**src/rtl/modn_updown_counter.sv**
```systemverilog
`default_nettype none
// ============================================================================
// Module      : modn_updown_counter
// Description : Up/down counter modulo a runtime-programmable N, with load,
//               terminal count, wrap pulse and saturating wrap counter.
// Revision    : 1.0 - initial release
// ============================================================================
module modn_updown_counter #(
    parameter int WIDTH     = 3,
    parameter int N_DEFAULT = 8,
    parameter int WCNT_W    = 8
) (
    input  logic              clk,
    input  logic              reset,
    input  logic              enable,
    input  logic              up_down,
    input  logic              load,
    input  logic [WIDTH-1:0]  load_value,
    input  logic              mod_set,
    input  logic [WIDTH:0]    mod_in,
    output logic [WIDTH-1:0]  dataout,
    output logic              tc,
    output logic              wrap,
    output logic [WCNT_W-1:0] wrap_cnt,
    output logic              mod_err
);

    localparam logic [WIDTH:0]    c_n_max   = {1'b1, {WIDTH{1'b0}}};
    localparam logic [WIDTH:0]    c_n_min   = (WIDTH+1)'(2);
    localparam logic [WIDTH:0]    c_n_reset = (WIDTH+1)'(N_DEFAULT);
    localparam logic [WCNT_W-1:0] c_wcnt_max = {WCNT_W{1'b1}};

    generate
        if (N_DEFAULT < 2 || N_DEFAULT > (1 << WIDTH)) begin : g_bad_n_default
            $error("modn_updown_counter: N_DEFAULT out of range 2..2**WIDTH");
        end
    endgenerate

    logic [WIDTH-1:0]  r_count;
    logic [WIDTH:0]    r_n;
    logic              r_wrap;
    logic [WCNT_W-1:0] r_wrap_cnt;
    logic              r_mod_err;

    logic              w_mod_legal;
    logic [WIDTH:0]    w_n_next;
    logic [WIDTH:0]    w_n_next_minus1;
    logic [WIDTH:0]    w_n_minus1;
    logic [WIDTH:0]    w_count_ext;
    logic [WIDTH:0]    w_load_ext;
    logic              w_load_ok;
    logic [WIDTH-1:0]  w_count_d;
    logic              w_wrap_d;
    logic              w_err_d;

    always_comb begin
        w_mod_legal     = (mod_in >= c_n_min) && (mod_in <= c_n_max);
        // A legal mod_set in the same cycle governs the load range check.
        w_n_next        = (mod_set && w_mod_legal) ? mod_in : r_n;
        w_n_next_minus1 = w_n_next - (WIDTH+1)'(1);
        w_n_minus1      = r_n - (WIDTH+1)'(1);
        w_count_ext     = {1'b0, r_count};
        w_load_ext      = {1'b0, load_value};
        w_load_ok       = (w_load_ext <= w_n_next_minus1);
    end

    always_comb begin
        w_count_d = r_count;
        w_wrap_d  = 1'b0;
        w_err_d   = mod_set && !w_mod_legal;
        if (load) begin
            if (w_load_ok) begin
                w_count_d = load_value;
            end else begin
                w_count_d = w_n_next_minus1[WIDTH-1:0];
                w_err_d   = 1'b1;
            end
        end else if (enable) begin
            if (up_down) begin
                // Covers both the natural top and a count left stale above N-1.
                if (w_count_ext >= w_n_minus1) begin
                    w_count_d = '0;
                    w_wrap_d  = 1'b1;
                end else begin
                    w_count_d = r_count + WIDTH'(1);
                end
            end else begin
                if (r_count == '0) begin
                    w_count_d = w_n_minus1[WIDTH-1:0];
                    w_wrap_d  = 1'b1;
                end else if (w_count_ext >= r_n) begin
                    w_count_d = w_n_minus1[WIDTH-1:0];
                end else begin
                    w_count_d = r_count - WIDTH'(1);
                end
            end
        end
    end

    always_ff @(posedge clk) begin
        if (reset) begin
            r_count    <= '0;
            r_n        <= c_n_reset;
            r_wrap     <= 1'b0;
            r_wrap_cnt <= '0;
            r_mod_err  <= 1'b0;
        end else begin
            r_count   <= w_count_d;
            r_n       <= w_n_next;
            r_wrap    <= w_wrap_d;
            r_mod_err <= r_mod_err | w_err_d;
            if (w_wrap_d && (r_wrap_cnt != c_wcnt_max)) begin
                r_wrap_cnt <= r_wrap_cnt + WCNT_W'(1);
            end
        end
    end

    assign dataout  = r_count;
    assign tc       = up_down ? (w_count_ext == w_n_minus1) : (r_count == '0);
    assign wrap     = r_wrap;
    assign wrap_cnt = r_wrap_cnt;
    assign mod_err  = r_mod_err;

endmodule
`default_nettype wire

```
**config.mk**
```make
export PLATFORM = sky130hd
export DESIGN_NAME = modn_updown_counter
export DESIGN_NICKNAME = d
export VERILOG_FILES = /design/src/rtl/modn_updown_counter.sv
export SDC_FILE = /design/constraint.sdc
export NUM_CORES = 1
export LEC_CHECK = 0
export BUFFER_PORTS_ARGS = -buffer_cell sky130_fd_sc_hd__buf_2
export CAP_MARGIN = 20
export CORE_MARGIN = 2
export CORE_UTILIZATION = 51
export CTS_BUF_LIST = sky130_fd_sc_hd__clkbuf_4 sky130_fd_sc_hd__clkbuf_8
export CTS_CLUSTER_DIAMETER = 120
export CTS_CLUSTER_SIZE = 12
export DETAILED_ROUTE_END_ITERATION = 10
export PLACE_DENSITY = 0.78
export SYNTH_ARGS = -nofsm -noshare
export SYNTH_HDL_FRONTEND = slang
export SYNTH_SLANG_ARGS = --single-unit
```
**constraint.sdc**
```tcl
create_clock -name clk -period 2.4 [get_ports clk]
set_input_delay 0.24 -clock clk [delete_from_list [all_inputs] [get_ports clk]]
set_output_delay 0.24 -clock clk [all_outputs]
set_load 0.03 [all_outputs]
```
# Word level (Yosys, flattened, before mapping)
# Index checks and enable logic that the tools add are counted.
[classes] n_addsub=5 order_cmp=5 n_eq_ne=2 mux=16 bitwise=1 reduce_logical=7
[op_table] operator="3-bit two-way mux" count=7
[op_table] operator="8-bit by 1-bit adder with 8-bit output (second input constant)" count=1
[op_table] operator="3-bit by 4-bit greater-or-equal comparator with 1-bit output" count=2
[op_table] operator="1-bit two-way mux" count=8
[op_table] operator="8-bit inequality test (second input constant)" count=1
[op_table] operator="4-bit by 1-bit subtractor with 4-bit output (second input constant)" count=2
[op_table] operator="3-bit by 4-bit == test with 1-bit output" count=1
[op_table] operator="4-bit by 2-bit greater-or-equal comparator with 1-bit output (second input constant)" count=1
[op_table] operator="3-bit by 4-bit less-or-equal comparator with 1-bit output" count=1
[op_table] operator="4-bit less-or-equal comparator (second input constant)" count=1
[op_table] operator="1-bit logical AND" count=4
[op_table] operator="4-bit two-way mux" count=1
[op_table] operator="3-bit by 1-bit adder with 3-bit output (second input constant)" count=1
[op_table] operator="3-bit logical NOT" count=1
[op_table] operator="3-bit by 1-bit subtractor with 3-bit output (second input constant)" count=1
[op_table] operator="2-bit nonzero test" count=1
[op_table] operator="1-bit logical NOT" count=1
[op_table] operator="1-bit OR" count=1
[word_totals] regBits=17 in_bits=13 elab_cells=41

# Logic depth before layout (Yosys ltp)
# Gate-level depths: netlist (run 1).
[depth] ltp_word=9 depth_mapped=12

# Least setup slack after synthesis (run 1)
# Ideal clock, no wire load.
[synth_timing] path_type="input port to flip-flop" startpoint="input port mod_in[3]" endpoint="register r_count[2] (netlist: dataout[2])" arrival_time_ns=2.521 path_slack_ns=-0.212 cell_stages=12 n_path_buf=2 path_cell_list="clkbuf_1 > or4b_1 > nand3_1 > buf_4 > xor2_1 > ha_1 > nor2b_1 > o21ai_0 > a32o_1 > a211oi_1 > nand2b_1 > a311oi_1"
[synth_via] elab_chain_len=8 word_cells_on_any_way=9 classes_between="add/sub: 1; order compare: 3; mux: 3; reduce/logical: 2"
[synth_lines] element="start, declared" line="20" rtl="input logic [WIDTH:0] mod_in,"
[synth_lines] element="4-bit by 2-bit greater-or-equal comparator with 1-bit output or 4-bit less-or-equal comparator (tied branches)" line="57" rtl="w_mod_legal = (mod_in >= c_n_min) && (mod_in <= c_n_max);"
[synth_lines] element="1-bit logical AND" line="57"
[synth_lines] element="1-bit logical AND" line="59" rtl="w_n_next = (mod_set && w_mod_legal) ? mod_in : r_n;"
[synth_lines] element="4-bit two-way mux (*)" line="59"
[synth_lines] element="4-bit by 1-bit subtractor with 4-bit output (*)" line="60" rtl="w_n_next_minus1 = w_n_next - (WIDTH+1)'(1);"
[synth_lines] element="3-bit by 4-bit less-or-equal comparator with 1-bit output" line="64" rtl="w_load_ok = (w_load_ext <= w_n_next_minus1);"
[synth_lines] element="3-bit two-way mux (*)" line="72" rtl="if (w_load_ok) begin"
[synth_lines] element="3-bit two-way mux (*)" line="71" rtl="if (load) begin"
[synth_lines] element="end signal, assigned" line="108" rtl="r_count <= w_count_d;"
[synth_lines] element="end, declared" line="39" rtl="logic [WIDTH-1:0] r_count;"
# Every way passes the cells marked *; elsewhere a longest branch is shown, timed or not.
# A chain may end at the register's enable or synchronous reset.

# Worst setup path after layout (run 1)
[layout_timing] startpoint="register r_n[0]" endpoint="register r_count[0] (netlist: dataout[0])"
[layout_via] elab_chain_len=6 word_cells_on_any_way=13 classes_between="add/sub: 2; order compare: 3; mux: 8"
[layout_lines] element="start, declared" line="40" rtl="logic [WIDTH:0] r_n;"
[layout_lines] element="start signal, assigned" line="103" rtl="r_n <= c_n_reset;"
[layout_lines] element="start signal, assigned" line="109" rtl="r_n <= w_n_next;"
[layout_lines] element="4-bit by 1-bit subtractor with 4-bit output or 3-bit by 4-bit greater-or-equal comparator with 1-bit output (tied branches)" line="61, 91"
[layout_lines] element="3-bit by 4-bit greater-or-equal comparator with 1-bit output or 3-bit two-way mux (tied branches)" line="81, 91"
[layout_lines] element="3-bit two-way mux, on equally long branches" line="81, 88"
[layout_lines] element="3-bit two-way mux" line="79" rtl="if (up_down) begin"
[layout_lines] element="3-bit two-way mux" line="78" rtl="end else if (enable) begin"
[layout_lines] element="3-bit two-way mux (*)" line="71"
# Every way passes the cells marked *; elsewhere a longest branch is shown, timed or not. The select of a mux whose other input is x is not followed.

==> results of run 1 <==
## worst paths after layout
check                           startpoint                        to  slack [ns]  cells past startpoint
setup / recovery         r_n[0]$_SDFF_PP0_   dataout[0]$_SDFFE_PP0P_       -0.05                     12
hold / removal                        load   dataout[0]$_SDFFE_PP0P_        0.16                      2
setup reg to reg         r_n[0]$_SDFF_PP0_   dataout[0]$_SDFFE_PP0P_       -0.05                     12
hold reg to reg   wrap_cnt[5]$_SDFFE_PP0P_  wrap_cnt[5]$_SDFFE_PP0P_        0.52                      2
## layout make-up
cell class                 count  share of cell area
clock inverter                 1             0.00255
tap                           30              0.0191
inverter                      13              0.0248
clock buffer                   3              0.0115
sequential                    17               0.177
timing repair buffer          62               0.211
multi-input combinational    135               0.554
## metrics by stage
step	power [W]	area (µm²)	setup slack, ns	util
after CTS	0.000855	1840	-0.00913	0.741
after detailed placement	0.000652	1680	-0.281	0.678
after floorplan	0.000535	1380	-0.0239	-
after global routing	0.000986	1960	-0.136	0.793
after global placement	0.000634	1680	-0.125	0.678
final	0.000944	1960	-0.0470	0.793
## power breakdown
| group | leakage [nW] | internal (W) | switching [W] | total [W] |
|---|---|---|---|---|
| Clock | 0.0177 | 0.0000624 | 0.000103 | 0.000165 |
| Sequential | 0.141 | 0.000296 | 0.0000171 | 0.000313 |
| Combinational | 0.743 | 0.000218 | 0.000247 | 0.000466 |
| Total | 0.901 | 0.000576 | 0.000368 | 0.000944 |
## logic make-up (layout without fill, tap and decap cells)
family | after synthesis | in the layout | share of synthesized area
AND/OR/NAND/NOR | 57 | 57 | 0.229
buffers and inverters | 18 | 79 | 0.0588
adder cells (fa/ha/maj) | 14 | 14 | 0.131
AO/OA/AOI/OAI | 54 | 55 | 0.264
multiplexers | 5 | 5 | 0.0373
XOR/XNOR | 4 | 4 | 0.0261
flip-flops | 17 | 17 | 0.254
## sequential cells by signal (all words and copies together) (netlist names)
name / cells
dataout: 3
mod_err: 1
r_n: 4
wrap: 1
wrap_cnt: 8
## critical path: cells and delay by family (launching register included)
| family | cells | cell delay (ns) |
|---|---|---|
| AOI/OAI and AO/OA | 5 | 0.82 |
| DFF | 1 | 0.35 |
| buffers and inverters | 3 | 0.33 |
| and+or+nand+nor | 2 | 0.32 |
| adders and majority gates | 1 | 0.31 |
| xor gates and xnor gates | 1 | 0.21 |
## placed cells by master, fill, tap and decap left out, types with 4 or more instances in the layout
cell type,instances
a21oi_1,10
nand2_1,7
buf_6,4
o21ai_1,5
ha_1,10
nor3_1,5
mux2i_1,5
inv_1,11
o21ai_0,6
dfxtp_1,13
buf_4,32
buf_2,26
nor2_1,12
and3_1,4
or3_1,5
nand3_1,8
## metal layers
layer,wire length [µm],GRT usage,up-vias
li1,-,-,761
met1,1850,0.342,748
met2,2270,0.490,81
met3,277,0.0679,16
met4,103,0.101,0
met5,0,0,-
## repair_timing
| item | 4_1_cts | 5_1_grt |
|---|---|---|
| endpoints found under the setup margin | 12 | 12 |
| setup buffers | 8 | 4 |
| pin swaps | 14 | 29 |
| resized for setup | 20 | 22 |
| hold endpoints to repair | 0 | 0 |
| hold buffers | 0 | 0 |
| cloned | 1 | 0 |
==> summary.txt, run 1 <==
CTS
  – CTS tree: built
  – Worst-path clk slew: 0.11 ns
  – CTS Buffer Depth: 2
  – Latest clock arrival within the worst-skew pair: 0.31 ns
  – Num CTS Buffers: 3
  – CTS H-Tree Depth: 1
  – Root Driver: clkbuf_4
  – # clock sinks: 17

Cells and area
  – Multi-input logic area: 1090 µm²
  – ANT cells: 0
  – Reg area: 348 µm²
  – Non-filler cells in the finished layout: 261
  – Layout cells sized above 1: 0.424
  – Fillers: 176
  – Net count, final: 259
  – Area Overhead vs Synth: 46.5%

Routing
  – Router iterations before antenna repair: 4
  – Post-route ant nets: 0
  – Avg WL per Cell: 17.2 µm
  – Vias post-DR: 1606
  – Starting DRT DRC Count: 81
  – Vias per cell: 6.15
  – Detailed-route wire length: 4500 µm
  – DRC: 0

Outcome
  – Failing checks: setup timing
  – Status: finished, violations left

Yosys
  – Main flop type after synthesis: dfxtp_1
  – Top post-synthesis cells by area: dfxtp_1 (25%), ha_1 (13%), a21oi_1 (4.9%)
  – Syn Std Cell Area: 1340 µm²
  – Net Count, Synth: 196
  – Synth warn: 0
  – Yosys top cell by area: dfxtp_1
  – Synthesized flop and latch total: 17
  – Count leader, synth: dfxtp_1
  – EDFF count, synth: 0
  – Top cell type's share of synthesized area: 0.254
  – Post-synth top cells: dfxtp_1 (17), ha_1 (14), nor2_1 (14)
  – Syn Area/Cell: 7.94 µm²
  – Sequential fraction of the synthesis area: 0.254
  – Distinct cells, synth: 46
  – Syn Inst Count: 169
  – Async SR Flop Fraction: 0

Timing
  – Setup Viol. Count Final: 3
  – Final Slew Violations: 0
  – PnR worst setup slack: -0.0470 ns
  – Setup TNS: -0.0752 ns
  – Final Cycle Share: 1.02
  – Final-report hold violation count: 0
  – Max Clk Rate: 409 MHz
  – Min Tclk post-route: 2.45 ns
  – Slew @ Worst Pin: 0.469 ns
  – WHS: 0.161 ns
  – RSZ-0062 raised after global routing: true
  – Setup Skew: 0.00463 ns
  – Normalized max-slew margin: 0.684

Place
  – HPWL after detailed placement: 2880 µm
  – DP Cell Count: 244
  – Routability cong.: 0.956
  – Port Buffers: 26

Worst setup path
  – Setup Crit Path Kind: register to register
  – Crit path DAT: 2.64 ns
  – Critical path, cell by cell: inv_2, buf_6, o21ai_2, nand3_2, xor2_2, ha_1, nor2b_4, o21ai_4, a32o_2, buf_4, o311ai_4, a211oi_1
  – CP startpoint kind: register
  – Crit-path max FO: 4
  – Slowest CP cell: dfxtp_2
  – Critical path required time: 2.59 ns
  – Worst Setup End Kind: register
  – Critical Path Max Stage Delay: 0.35 ns

Global route
  – GRT Util Overall: 0.284
  – Pin count of the biggest net entering global routing: 18
  – Vias in the first global route: 1547
  – Initial antenna violation count: 0
  – Grt total ovfl: 0
  – Global-route wire length before repair: 7090 µm

Floorplanning
  – Die Area: 3060 µm²
  – Die Ht: 55.3 µm
  – I/O pins: 27
  – Die X: 55.3 µm
  – Initial Util: 0.541
  – Core Area: 2480 µm²
  – FP Rows: 18

Min path
  – HP Class: input port to register

Pwr
  – VDD IR max: 0.510 mV
  – PwrDens: 481 nW/µm²
  – Leakage: 0.901 nW

Flow run
  – Max-Cap Viols: 0
Note: power is estimated with default switching activity, not from simulation.
==> inputs of run 2 (changes only) <==
- CTS_BUF_LIST: sky130_fd_sc_hd__clkbuf_4 sky130_fd_sc_hd__clkbuf_8 -> sky130_fd_sc_hd__clkbuf_8
- SETUP_SLACK_MARGIN: not set -> 0.05
==> run 2 against run 1 <==
The flow now finishes without violations. Worst setup slack better by 0.083 ns. Clock power up 34%. Final cell count down 1.9%. Sequential power about the same. Largest power group unchanged.
==> summary.txt, run 2 (synthesis results as in run 1) <==
CTS
  – # clock sinks: 17 (unchanged)
  – Worst-path clk slew: 0.07 ns (was 0.11 ns)
  – Latest clock arrival within the worst-skew pair: 0.26 ns (was 0.31 ns)
  – CTS Buffer Depth: 2 (unchanged)
  – CTS tree: built (unchanged)
  – Num CTS Buffers: 3 (unchanged)
  – CTS H-Tree Depth: 1 (unchanged)
  – Root Driver: clkbuf_8 (was clkbuf_4)
  – Post-CTS Hold Fix Bufs: 0 (unchanged)

Global route
  – Grt peak-use layer: met2 (unchanged)
  – Grt total ovfl: 0 (unchanged)
  – GRT Util Overall: 0.261 (was 0.284)
  – Global-route wire length before repair: 6560 µm (was 7090 µm)
  – Grt met1 use: 0.337 (was 0.342)
  – Pin count of the biggest net entering global routing: 18 (unchanged)
  – Initial antenna violation count: 0 (unchanged)
  – Vias in the first global route: 1412 (was 1547)
  – Met3 Use GR: 0.0632 (was 0.0679)
  – Met2 Use GR: 0.449 (was 0.490)

Worst setup path
  – Critical Path Max Stage Delay: 0.43 ns (was 0.35 ns)
  – Setup Crit Path Kind: register to register (unchanged)
  – Critical path buffer and inverter count: 1 (was 3)
  – Crit path DAT: 2.55 ns (was 2.64 ns)
  – CP top delay family: compound AO/OA/AOI/OAI gates (unchanged)
  – Critical path required time: 2.59 ns (about the same)
  – CP startpoint kind: register (unchanged)
  – Critical path, cell by cell: inv_4, ha_4, xnor2_4, ha_4, o21a_1, a21oi_2, o21a_1, a311o_2, or3_1, a21oi_1 (was inv_2, buf_6, o21ai_2, nand3_2, xor2_2, ha_1, nor2b_4, o21ai_4, a32o_2, buf_4, o311ai_4, a211oi_1)
  – Crit-path max FO: 7 (was 4)
  – Slowest CP cell: a311o_2 (was dfxtp_2)
  – Worst Setup End Kind: register (unchanged)

Floorplanning
  – Initial Util: 0.541 (unchanged)
  – Die X: 55.3 µm (unchanged)
  – FP Rows: 18 (unchanged)
  – Die Area: 3060 µm² (unchanged)
  – Die Ht: 55.3 µm (unchanged)
  – I/O pins: 27 (unchanged)
  – Core Area: 2480 µm² (unchanged)

Flow run
  – Max-Cap Viols: 0 (unchanged)

Place
  – Routability cong.: 0.918 (was 0.956)
  – Port Buffers: 26 (unchanged)
  – HPWL after detailed placement: 2840 µm (was 2880 µm)
  – Pre-CTS setup slack: -0.206 ns (was -0.281 ns)

Routing
  – Avg WL per Cell: 17.2 µm (about the same)
  – Vias per cell: 6.25 (was 6.15)
  – Router iterations before antenna repair: 4 (unchanged)
  – Detailed-route wire length: 4400 µm (was 4500 µm)
  – Vias post-DR: 1600 (was 1606)
  – DRC: 0 (unchanged)
  – Starting DRT DRC Count: 105 (was 81)
  – Post-route ant nets: 0 (unchanged)

Pwr
  – PwrDens: 493 nW/µm² (was 481 nW/µm²)
  – VDD IR max: 0.676 mV (was 0.510 mV)
  – Leakage: 0.873 nW (was 0.901 nW)

Timing
  – Normalized max-slew margin: 0.606 (was 0.684)
  – Setup Skew: 0.00544 ns (was 0.00463 ns)
  – Min Tclk post-route: 2.36 ns (was 2.45 ns)
  – RSZ-0062 raised after global routing: true (unchanged)
  – WHS: 0.238 ns (was 0.161 ns)
  – Setup Viol. Count Final: 0 (was 3)
  – Max Clk Rate: 423 MHz (was 409 MHz)
  – Slew @ Worst Pin: 0.585 ns (was 0.469 ns)
  – Final Slew Violations: 0 (unchanged)
  – PnR worst setup slack: 0.0363 ns (was -0.0470 ns)
  – Final Cycle Share: 0.985 (was 1.02)
  – Final-report hold violation count: 0 (unchanged)

Cells and area
  – Area Overhead vs Synth: 44.7% (was 46.5%)
  – Post-layout util: 0.783 (was 0.793)
  – ANT cells: 0 (unchanged)
  – Most common cell after layout, fill and taps aside: buf_4 (unchanged)
  – Layout cells sized above 1: 0.416 (was 0.424)
  – Max FFs per register: 8 (unchanged)
  – Commonest non-fill, non-tap cells in the layout: buf_4 (31), buf_2 (26), nor2_1 (13), dfxtp_1 (13) (was buf_4 (32), buf_2 (26), dfxtp_1 (13), nor2_1 (12), inv_1 (11))
  – Net count, final: 254 (was 259)

Min path
  – HP Class: input port to register (unchanged)

Outcome
  – Status: complete, no violations (was finished, violations left)
==> run 2: through the flow <==
step / power, W / instances / setup TNS, ns / instance area (µm²)
6_report: 0.000957 / 256 / 0 / 1940
3_5_place_dp: 0.000658 / 243 / -1.29 / 1690
5_1_grt: 0.00100 / 256 / -0.445 / 1940
3_3_place_gp: 0.000641 / 243 / -0.552 / 1690
4_1_cts: 0.000895 / 253 / 0 / 1820
2_1_floorplan: 0.000540 / 169 / -0.0440 / 1400
==> run 2: layout make-up <==
| cell class | instances | area [µm²] |
|---|---|---|
| Inverter | 13 | 51.3 |
| Fill cell | 181 | 537 |
| Tap cell | 30 | 37.5 |
| Clock inverter | 1 | 5.00 |
| Sequential cell | 17 | 348 |
| Multi-Input combinational cell | 135 | 1090 |
| Clock buffer | 3 | 41.3 |
| Timing Repair Buffer | 57 | 363 |
==> run 2: worst register-to-register path: stages, from the launching register on <==
cell and delay, ns:
dfxtp_2 0.36, inv_4 0.05, ha_4 0.17, xnor2_4 0.15, ha_4 0.27, o21a_1 0.13, a21oi_2 0.06, o21a_1 0.20
a311o_2 0.43, or3_1 0.33, a21oi_1 0.15
==> run 2: worst paths after layout <==
kind | end | depth (start not counted) | start | slack [ns]
setup / recovery | wrap_cnt[2]$_SDFFE_PP0P_ | 10 | r_n[0]$_SDFF_PP0_ | 0.04
hold / removal | dataout[0]$_SDFFE_PP0P_ | 2 | load | 0.24
setup reg to reg | wrap_cnt[2]$_SDFFE_PP0P_ | 10 | r_n[0]$_SDFF_PP0_ | 0.04
hold reg to reg | wrap_cnt[6]$_SDFFE_PP0P_ | 2 | wrap_cnt[6]$_SDFFE_PP0P_ | 0.51
==> run 2: routing by layer <==
layer | part of all wire | wire, µm | vias to the layer above
li1 | - | - | 753
met2 | 0.51 | 2240 | 60
met5 | 0 | 0 | -
met1 | 0.41 | 1820 | 779
met3 | 0.063 | 275 | 8
met4 | 0.014 | 63 | 0
==> run 2: power breakdown <==
group / switching [W] / total, W / leakage, nW / internal [W]
registers: 0.0000155 / 0.000311 / 0.141 / 0.000296
clock network: 0.000106 / 0.000221 / 0.0255 / 0.000115
logic: 0.000228 / 0.000424 / 0.707 / 0.000197
total: 0.000349 / 0.000957 / 0.873 / 0.000608
==> run 2: repair_timing <==
action	CTS	global route
buffers inserted	5	3
resized for setup	10	21
pin swaps	8	21
gates cloned	1	0
endpoints found under the setup margin	12	12
